===== src/rtl/mem_port_arbiter.sv =====
// mem_port_arbiter: shares one single-port memory between instruction fetch
// and the load/store path. Data accesses win arbitration unless fetch has been
// passed over STARVE_LIMIT times in a row. Each access is a req/ack handshake
// that is aborted with an error pulse if no ack arrives within TIMEOUT cycles.
module mem_port_arbiter #(
   parameter int STARVE_LIMIT = 4,
   parameter int TIMEOUT      = 255
) (
   input  logic        clk,
   input  logic        rst,
   input  logic        if_req,
   input  logic [31:0] if_addr,
   output logic [31:0] if_rdata,
   output logic        if_valid,
   input  logic        d_read,
   input  logic        d_write,
   input  logic [31:0] d_addr,
   input  logic [31:0] d_wdata,
   input  logic [3:0]  d_wstrb,
   output logic [31:0] d_rdata,
   output logic        d_done,
   output logic        err,
   output logic        mem_req,
   output logic        mem_we,
   output logic [31:0] mem_addr,
   output logic [31:0] mem_wdata,
   output logic [3:0]  mem_wstrb,
   input  logic [31:0] mem_rdata,
   input  logic        mem_ack,
   output logic        busy
);

   localparam int              SW         = (STARVE_LIMIT < 1) ? 1 : $clog2(STARVE_LIMIT + 1);
   localparam logic [SW-1:0]   STARVE_MAX = SW'(STARVE_LIMIT);
   localparam logic [15:0]     TMO_TERM   = 16'(TIMEOUT);

   typedef enum logic [1:0] {
      IDLE   = 2'd0,
      IF_ACC = 2'd1,
      D_ACC  = 2'd2
   } state_t;

   state_t         state_q, state_d;
   logic           mem_req_q, mem_req_d;
   logic           mem_we_q, mem_we_d;
   logic [31:0]    mem_addr_q, mem_addr_d;
   logic [31:0]    mem_wdata_q, mem_wdata_d;
   logic [3:0]     mem_wstrb_q, mem_wstrb_d;
   logic [31:0]    if_rdata_q, if_rdata_d;
   logic [31:0]    d_rdata_q, d_rdata_d;
   logic           if_valid_q, if_valid_d;
   logic           d_done_q, d_done_d;
   logic           err_q, err_d;
   logic           busy_q, busy_d;
   logic [SW-1:0]  starve_q, starve_d;
   logic [15:0]    tmo_q, tmo_d;
   logic [15:0]    tmo_next_s;
   logic           d_req_s;

   assign d_req_s    = d_read | d_write;
   assign tmo_next_s = tmo_q + 16'd1;

   // Arbitration, memory handshake tracking, timeout and completion pulses.
   always_comb begin
      state_d     = state_q;
      mem_req_d   = mem_req_q;
      mem_we_d    = mem_we_q;
      mem_addr_d  = mem_addr_q;
      mem_wdata_d = mem_wdata_q;
      mem_wstrb_d = mem_wstrb_q;
      if_rdata_d  = if_rdata_q;
      d_rdata_d   = d_rdata_q;
      if_valid_d  = 1'b0;
      d_done_d    = 1'b0;
      err_d       = 1'b0;
      starve_d    = starve_q;
      tmo_d       = tmo_q;

      case (state_q)
         IDLE: begin
            if (if_req && (starve_q == STARVE_MAX)) begin
               // Fetch has been passed over too often: force it through.
               state_d     = IF_ACC;
               mem_req_d   = 1'b1;
               mem_we_d    = 1'b0;
               mem_addr_d  = if_addr;
               mem_wdata_d = 32'h0;
               mem_wstrb_d = 4'b0000;
               starve_d    = '0;
               tmo_d       = 16'd0;
            end else if (d_req_s) begin
               // Read+write together is handled as a store.
               state_d     = D_ACC;
               mem_req_d   = 1'b1;
               mem_we_d    = d_write;
               mem_addr_d  = d_addr;
               mem_wdata_d = d_write ? d_wdata : 32'h0;
               mem_wstrb_d = d_write ? d_wstrb : 4'b0000;
               tmo_d       = 16'd0;
               if (if_req && (starve_q != STARVE_MAX)) begin
                  starve_d = starve_q + SW'(1);
               end else begin
                  starve_d = starve_q;
               end
            end else if (if_req) begin
               state_d     = IF_ACC;
               mem_req_d   = 1'b1;
               mem_we_d    = 1'b0;
               mem_addr_d  = if_addr;
               mem_wdata_d = 32'h0;
               mem_wstrb_d = 4'b0000;
               starve_d    = '0;
               tmo_d       = 16'd0;
            end else begin
               state_d = IDLE;
            end
         end

         IF_ACC, D_ACC: begin
            if (mem_ack || (tmo_next_s == TMO_TERM)) begin
               // An ack on the terminal-count cycle still completes normally.
               state_d   = IDLE;
               mem_req_d = 1'b0;
               mem_we_d  = 1'b0;
               err_d     = ~mem_ack;
               tmo_d     = mem_ack ? tmo_q : tmo_next_s;
               if (state_q == IF_ACC) begin
                  if_valid_d = 1'b1;
                  if_rdata_d = mem_ack ? mem_rdata : 32'h0;
               end else begin
                  d_done_d  = 1'b1;
                  d_rdata_d = mem_ack ? mem_rdata : 32'h0;
               end
            end else begin
               tmo_d = tmo_next_s;
            end
         end

         default: begin
            state_d   = IDLE;
            mem_req_d = 1'b0;
            mem_we_d  = 1'b0;
         end
      endcase

      busy_d = (state_d != IDLE);
   end

   // State and output registers with synchronous reset.
   always_ff @(posedge clk) begin
      if (rst) begin
         state_q     <= IDLE;
         mem_req_q   <= 1'b0;
         mem_we_q    <= 1'b0;
         mem_addr_q  <= 32'h0;
         mem_wdata_q <= 32'h0;
         mem_wstrb_q <= 4'b0000;
         if_rdata_q  <= 32'h0;
         d_rdata_q   <= 32'h0;
         if_valid_q  <= 1'b0;
         d_done_q    <= 1'b0;
         err_q       <= 1'b0;
         busy_q      <= 1'b0;
         starve_q    <= '0;
         tmo_q       <= 16'd0;
      end else begin
         state_q     <= state_d;
         mem_req_q   <= mem_req_d;
         mem_we_q    <= mem_we_d;
         mem_addr_q  <= mem_addr_d;
         mem_wdata_q <= mem_wdata_d;
         mem_wstrb_q <= mem_wstrb_d;
         if_rdata_q  <= if_rdata_d;
         d_rdata_q   <= d_rdata_d;
         if_valid_q  <= if_valid_d;
         d_done_q    <= d_done_d;
         err_q       <= err_d;
         busy_q      <= busy_d;
         starve_q    <= starve_d;
         tmo_q       <= tmo_d;
      end
   end

   assign mem_req   = mem_req_q;
   assign mem_we    = mem_we_q;
   assign mem_addr  = mem_addr_q;
   assign mem_wdata = mem_wdata_q;
   assign mem_wstrb = mem_wstrb_q;
   assign if_rdata  = if_rdata_q;
   assign d_rdata   = d_rdata_q;
   assign if_valid  = if_valid_q;
   assign d_done    = d_done_q;
   assign err       = err_q;
   assign busy      = busy_q;

endmodule


===== config.mk =====
export PLATFORM = sky130hd
export DESIGN_NAME = mem_port_arbiter
export DESIGN_NICKNAME = d
export VERILOG_FILES = /design/src/rtl/mem_port_arbiter.sv
export SDC_FILE = /design/constraint.sdc
export NUM_CORES = 1
export LEC_CHECK = 0
export CAP_MARGIN = 15
export CORE_UTILIZATION = 44
export DETAILED_ROUTE_END_ITERATION = 10
export PLACE_DENSITY = 0.81
export SLEW_MARGIN = 15
export SYNTH_ARGS = -nofsm -noshare
export SYNTH_HDL_FRONTEND = slang
export SYNTH_SLANG_ARGS = --single-unit

===== constraint.sdc =====
create_clock -name clk -period 2.5 [get_ports clk]
set_input_delay 0.5 -clock clk [delete_from_list [all_inputs] [get_ports clk]]
set_output_delay 0.5 -clock clk [all_outputs]
set_load 0.005 [all_outputs]

Word-level counts from Yosys, hierarchy flattened
Cells that the tools add are included.
{"block": "totals", "ff_bits": 159}
{"block": "op_classes", "muxes": 38, "addsub": 2, "eq_ne": 9, "n_reduce_logical": 15, "bitwise": 5}
{"cell": "2-to-1 mux 32 bit", "count": 8}
{"cell": "2-to-1 mux 16 bit", "count": 5}
{"cell": "one-hot mux 16 bit (2 select lines)", "count": 1}
{"cell": "adder 16 x 1 -> 16 bit, second input constant", "count": 1}
{"cell": "== test 16 x 8 -> 1 bit, second input constant", "count": 1}
{"cell": "2-to-1 mux 4 bit", "count": 4}
{"cell": "2-to-1 mux 3 bit", "count": 4}
{"cell": "AND reduction 3 bit", "count": 4}
{"cell": "2-to-1 mux 1 bit", "count": 10}
{"cell": "2-to-1 mux 2 bit", "count": 3}
{"cell": "!= test 3 bit, second input constant", "count": 2}
{"cell": "!= test 4 bit, second input constant", "count": 1}
{"cell": "inverter 1 bit", "count": 4}
{"cell": "one-hot mux 1 bit (2 select lines)", "count": 2}
{"cell": "one-hot mux 2 bit (2 select lines)", "count": 1}
{"cell": "AND reduction 2 bit", "count": 2}
{"cell": "nonzero test 2 bit", "count": 2}
{"cell": "adder 3 x 1 -> 3 bit, second input constant", "count": 1}
{"cell": "== test 3 bit, second input constant", "count": 1}
{"cell": "!= test 3 x 1 -> 1 bit, second input constant", "count": 1}
{"cell": "nonzero test 3 bit", "count": 1}
{"cell": "OR reduction 3 bit", "count": 1}
{"cell": "== test 2 x 1 -> 1 bit, second input constant", "count": 1}
{"cell": "== test 2 bit, second input constant", "count": 1}
{"cell": "other kinds (6)", "count": 7}

Longest topological paths before layout
Gate-level depths: netlist (run 1).
{"block": "logic_depth", "word_depth": 6, "ltp_mapped": 10, "ltp_nobuf": 8}

Least setup slack after synthesis (run 1)
OpenSTA, ideal clock, no wires.
{"block": "synth_timing", "path_kind": "register to register", "from": "reg tmo_q[1]", "to": "reg if_rdata_q[14], in the netlist if_rdata[14]", "setup_ns": 0.088, "path_stages_with_launch": 11, "arrival_ns": 2.184, "slack_ns": 0.228, "period_less_slack_ns": 2.272, "t_required_ns": 2.412, "path_cell_list": "dfxtp_1 -> ha_1 -> clkbuf_1 -> nand2_1 -> nor4_4 -> mux2_4 -> nand3_4 -> o21bai_4 -> buf_6 -> buf_6 -> a311oi_2"}
{"block": "synth_via", "elab_chain_len": 4}
{"item": "start, declared", "line": "56", "source": "logic [15:0] tmo_q, tmo_d;"}
{"item": "start signal, assigned", "line": "180", "source": "tmo_q <= tmo_d;"}
{"item": "adder 16 x 1 -> 16 bit", "line": "61", "source": "assign tmo_next_s = tmo_q + 16'd1;"}
{"item": "== test 16 x 8 -> 1 bit", "line": "120", "source": "if (mem_ack || (tmo_next_s == TMO_TERM)) begin"}
{"item": "logical OR 1 bit", "line": "120"}
{"item": "AND reduction 3 bit (no line)"}
{"item": "end signal, assigned", "line": "173", "source": "if_rdata_q <= if_rdata_d;"}
{"item": "end, declared", "line": "49", "source": "logic [31:0] if_rdata_q, if_rdata_d;"}
No other way between the ends.
A chain may end at the register's enable or synchronous reset.

Worst setup path in the final report (run 1)
{"block": "layout_timing", "from": "reg tmo_q[3]", "to": "reg if_rdata_q[6], in the netlist if_rdata[6]"}
The elaborated chain is that of the path after synthesis.

==> results by group, run 1 <==
Critical path
  – Crit path kind: flip-flop to flip-flop
  – Data required, critical path: 2.83 ns
  – Top delay family on crit path: simple AND/OR/NAND/NOR gates
  – Crit-path cells: and4_1 > nand4_2 > o31ai_2 > or2_1 > o21bai_4 > buf_12 > a311oi_1
  – CP Capture Type: flip-flop
  – Startpoint types: flip-flop
  – Arrival @ worst endpoint: 2.63 ns
  – Worst path slowest cell: dfxtp_1
  – Crit path max fanout: 39
  – WP buf/inv: 1
  – CP peak stage delay: 0.47 ns

Outcome
  – Status: complete, no violations

Die
  – Die height: 128 um
  – Starting Density: 45.6%
  – Rows: 45
  – Die area: 16500 sq um
  – Core Box Area: 15400 sq um
  – I/O pin count: 276
  – Die W: 128 um

CTS
  – Htree depth: 4
  – Clk_lat worst skew: 0.43 ns
  – Number of CTS-inserted buffers: 17
  – Clock sink total: 159
  – Clock-pin slew on the worst setup and hold paths: 0.07 ns
  – Longest Clk Path Bufs: 2
  – Clk root buf: clkbuf_16
  – CTS tree: done

Final layout
  – Share of cells above drive strength 1: 10.8%
  – N_diodes: 0
  – Commonest non-fill, non-tap cell in the layout: clkdlybuf4s50_1
  – Area growth from synthesis to layout: 52.9%
  – Filler cells: 1208
  – Commonest non-fill, non-tap cells in the layout: clkdlybuf4s50_1, dfxtp_1, nor2_1, a21oi_1, nand2_1
  – Finished Layout Cells: 1257
  – Nets: 1178
  – Final instance area: 10800 sq um
  – Reg area: 3180 sq um
  – Area of the multi-input gates: 3560 sq um

STA
  – Setup TNS: 0 ns
  – Final setup vio count: 0
  – RSZ-0062 raised after global routing: no
  – Setup Skew: 0.0101 ns
  – Worst-margin pin slew: 0.606 ns
  – Tcrit/Tclk final: 92.0%
  – Max Clock Freq: 435 MHz
  – Final hold violations: 0
  – Normalized max-slew margin: 59.6%
  – Final min period: 2.30 ns
  – Slew Limit Fails: 0
  – WHS: 0.470 ns

Job
  – Max-cap violations: 0

Yosys
  – Distinct cell type count of the synthesized netlist: 58
  – Sequential area share after synthesis: 45.3%
  – Top FF cell, synth: dfxtp_1
  – Top cells by area, synth: dfxtp_1, a21oi_1, a311oi_1, nor2_1, a311oi_2
  – Ys async rst share: 0%
  – Synthesized cell area: 7030 sq um
  – Synth Area per Inst: 9.03 sq um
  – Largest area contributor in the netlist: dfxtp_1
  – Yosys reg bits: 159
  – Area share of the largest cell type after synthesis: 45.3%
  – Synth Net Count: 924
  – Mapped Cells: 779
  – Synth Warn #: 0
  – EDFF count, synth: 0

Routing
  – Post-DRT Antenna Nets: 0
  – Starting DRT DRC Count: 433
  – Routed len/inst: 16.4 um
  – Avg Vias per Cell: 5.49
  – Routed WL: 20.7 mm
  – DRC Markers: 0
  – First drt pass iteration count: 5
  – Routed vias: 6904

Placed design
  – Post-place instance area: 10100 sq um
  – Gpl congestion: 0.869
  – Placed Cells: 1225
  – DP Wirelength: 14.6 mm
  – Port Buffers: 275

Power and ir drop
  – Pwr/cell area: 609 nW/um^2
  – Peak supply drop: 488 uV
  – Leak: 3.84 nW

GRT
  – Gr ovfl total: 0
  – Vias in the first global route: 6420
  – First-pass GRT wire length: 32.3 mm
  – Initial antenna violation count: 0
  – Total track usage: 24.8%
  – Largest net degree at the start of global routing: 66

Worst hold path
  – HP Class: flip-flop to flip-flop
-- sequential cells by signal, summed over array words and instances (netlist names), 2 cells and up --
name,flops
mem_wdata,32
if_rdata,32
tmo_q,16
starve_q,3
d_rdata,32
mem_wstrb,4
state_q,2
mem_addr,32
-- logic make-up (layout without fill, tap and decap cells) --
group,after synthesis,count (layout),share of synthesized area (%)
compound gates,253,253,27.1
simple gates,236,236,15.6
flops,159,159,45.3
buf+inv,85,352,5.25
mux,34,34,4.91
fa+ha+maj,7,7,1.25
xor+xnor,5,5,0.623
-- cells in the mapped netlist (2+ instances only) --
cell type and count:
a211oi_1 36, a21oi_1 86, a22oi_1 36, a311oi_1 42, a311oi_2 23, a31oi_1 4
and2_1 4, and3b_1 2, and4_1 3, buf_1 2, buf_2 10, buf_6 5
clkbuf_1 59, dfxtp_1 159, ha_1 7, inv_1 9, mux2i_1 33, nand2_1 83
nand2b_1 7, nand3_1 8, nand4_1 4, nand4b_1 2, nor2_1 97, nor2b_1 2
nor3_1 6, nor4_1 2, nor4_2 2, o21ai_0 10, o31ai_1 2, o32ai_1 2
or3_1 2, xnor2_1 3, xor2_1 2
-- power by group --
| part | internal (mW) | leakage (nW) | switching, mW |
|---|---|---|---|
| combinational | 0.654 | 2.25 | 0.563 |
| sequential | 2.68 | 1.30 | 0.0810 |
| clock | 1.44 | 0.290 | 1.14 |
| total | 4.77 | 3.84 | 1.78 |
-- metrics by stage --
step	setup slack, ns	power [mW]	util (%)
6_report	0.201	6.55	69.7
5_1_grt	0.0419	6.81	69.7
4_1_cts	0.0392	6.59	69.5
3_5_place_dp	0.0400	4.03	65.7
3_3_place_gp	0.120	4.00	65.7
2_1_floorplan	0.228	3.33	-
-- final cells by class --
class	count	area share, %
clock buffers	18	4.08
clock inverters	14	1.43
inverters	9	0.314
multi-input cells	535	33.1
flip-flops and latches	159	29.6
well taps	211	2.46
repair buffers	311	29.0
-- layer usage --
metal / global-route usage (%) / vias to the layer above / wire, um
met5: 0 / - / 0
li1: - / 3404 / -
met2: 41.5 / 295 / 9880
met4: 11.7 / 0 / 629
met3: 7.23 / 41 / 1870
met1: 29.1 / 3164 / 8280
-- worst register-to-register path: cells and delay by family (launching register included) --
kind / cells / cell delay [ns]
buffers and inverters: 1 / 0.19
DFF: 1 / 0.47
AOI/OAI and AO/OA: 3 / 0.71
and+or+nand+nor: 3 / 0.84
-- path summary, 6_finish.rpt --
check | startpoint | endpoint | slack, ns | depth (start not counted)
setup / recovery | tmo_q[3]$_SDFFE_PP0P_ | if_rdata[6]$_SDFFE_PP0P_ | 0.20 | 7
hold / removal | starve_q[1]$_SDFFE_PP0P_ | starve_q[1]$_SDFFE_PP0P_ | 0.47 | 2
setup reg to reg | tmo_q[3]$_SDFFE_PP0P_ | if_rdata[6]$_SDFFE_PP0P_ | 0.20 | 7
hold reg to reg | starve_q[1]$_SDFFE_PP0P_ | starve_q[1]$_SDFFE_PP0P_ | 0.47 | 2
-- repair_timing --
action | 4_1_cts | 5_1_grt
hold buffers | 0 | 0
resized for setup | 0 | 5
endpoints found under the setup margin | 0 | 61
buffers inserted | 0 | 0
Note: power is estimated with default switching activity, not from simulation.
==> inputs of run 2 (changes only) <==
--- a/config.mk
+++ b/config.mk
@@ -13,3 +13,4 @@
 export SYNTH_ARGS = -nofsm -noshare
 export SYNTH_HDL_FRONTEND = slang
 export SYNTH_SLANG_ARGS = --single-unit
+export TNS_END_PERCENT = 50
==> results of run 2 <==
No change in the layout: final DEF, timing and power equal those of run 1.
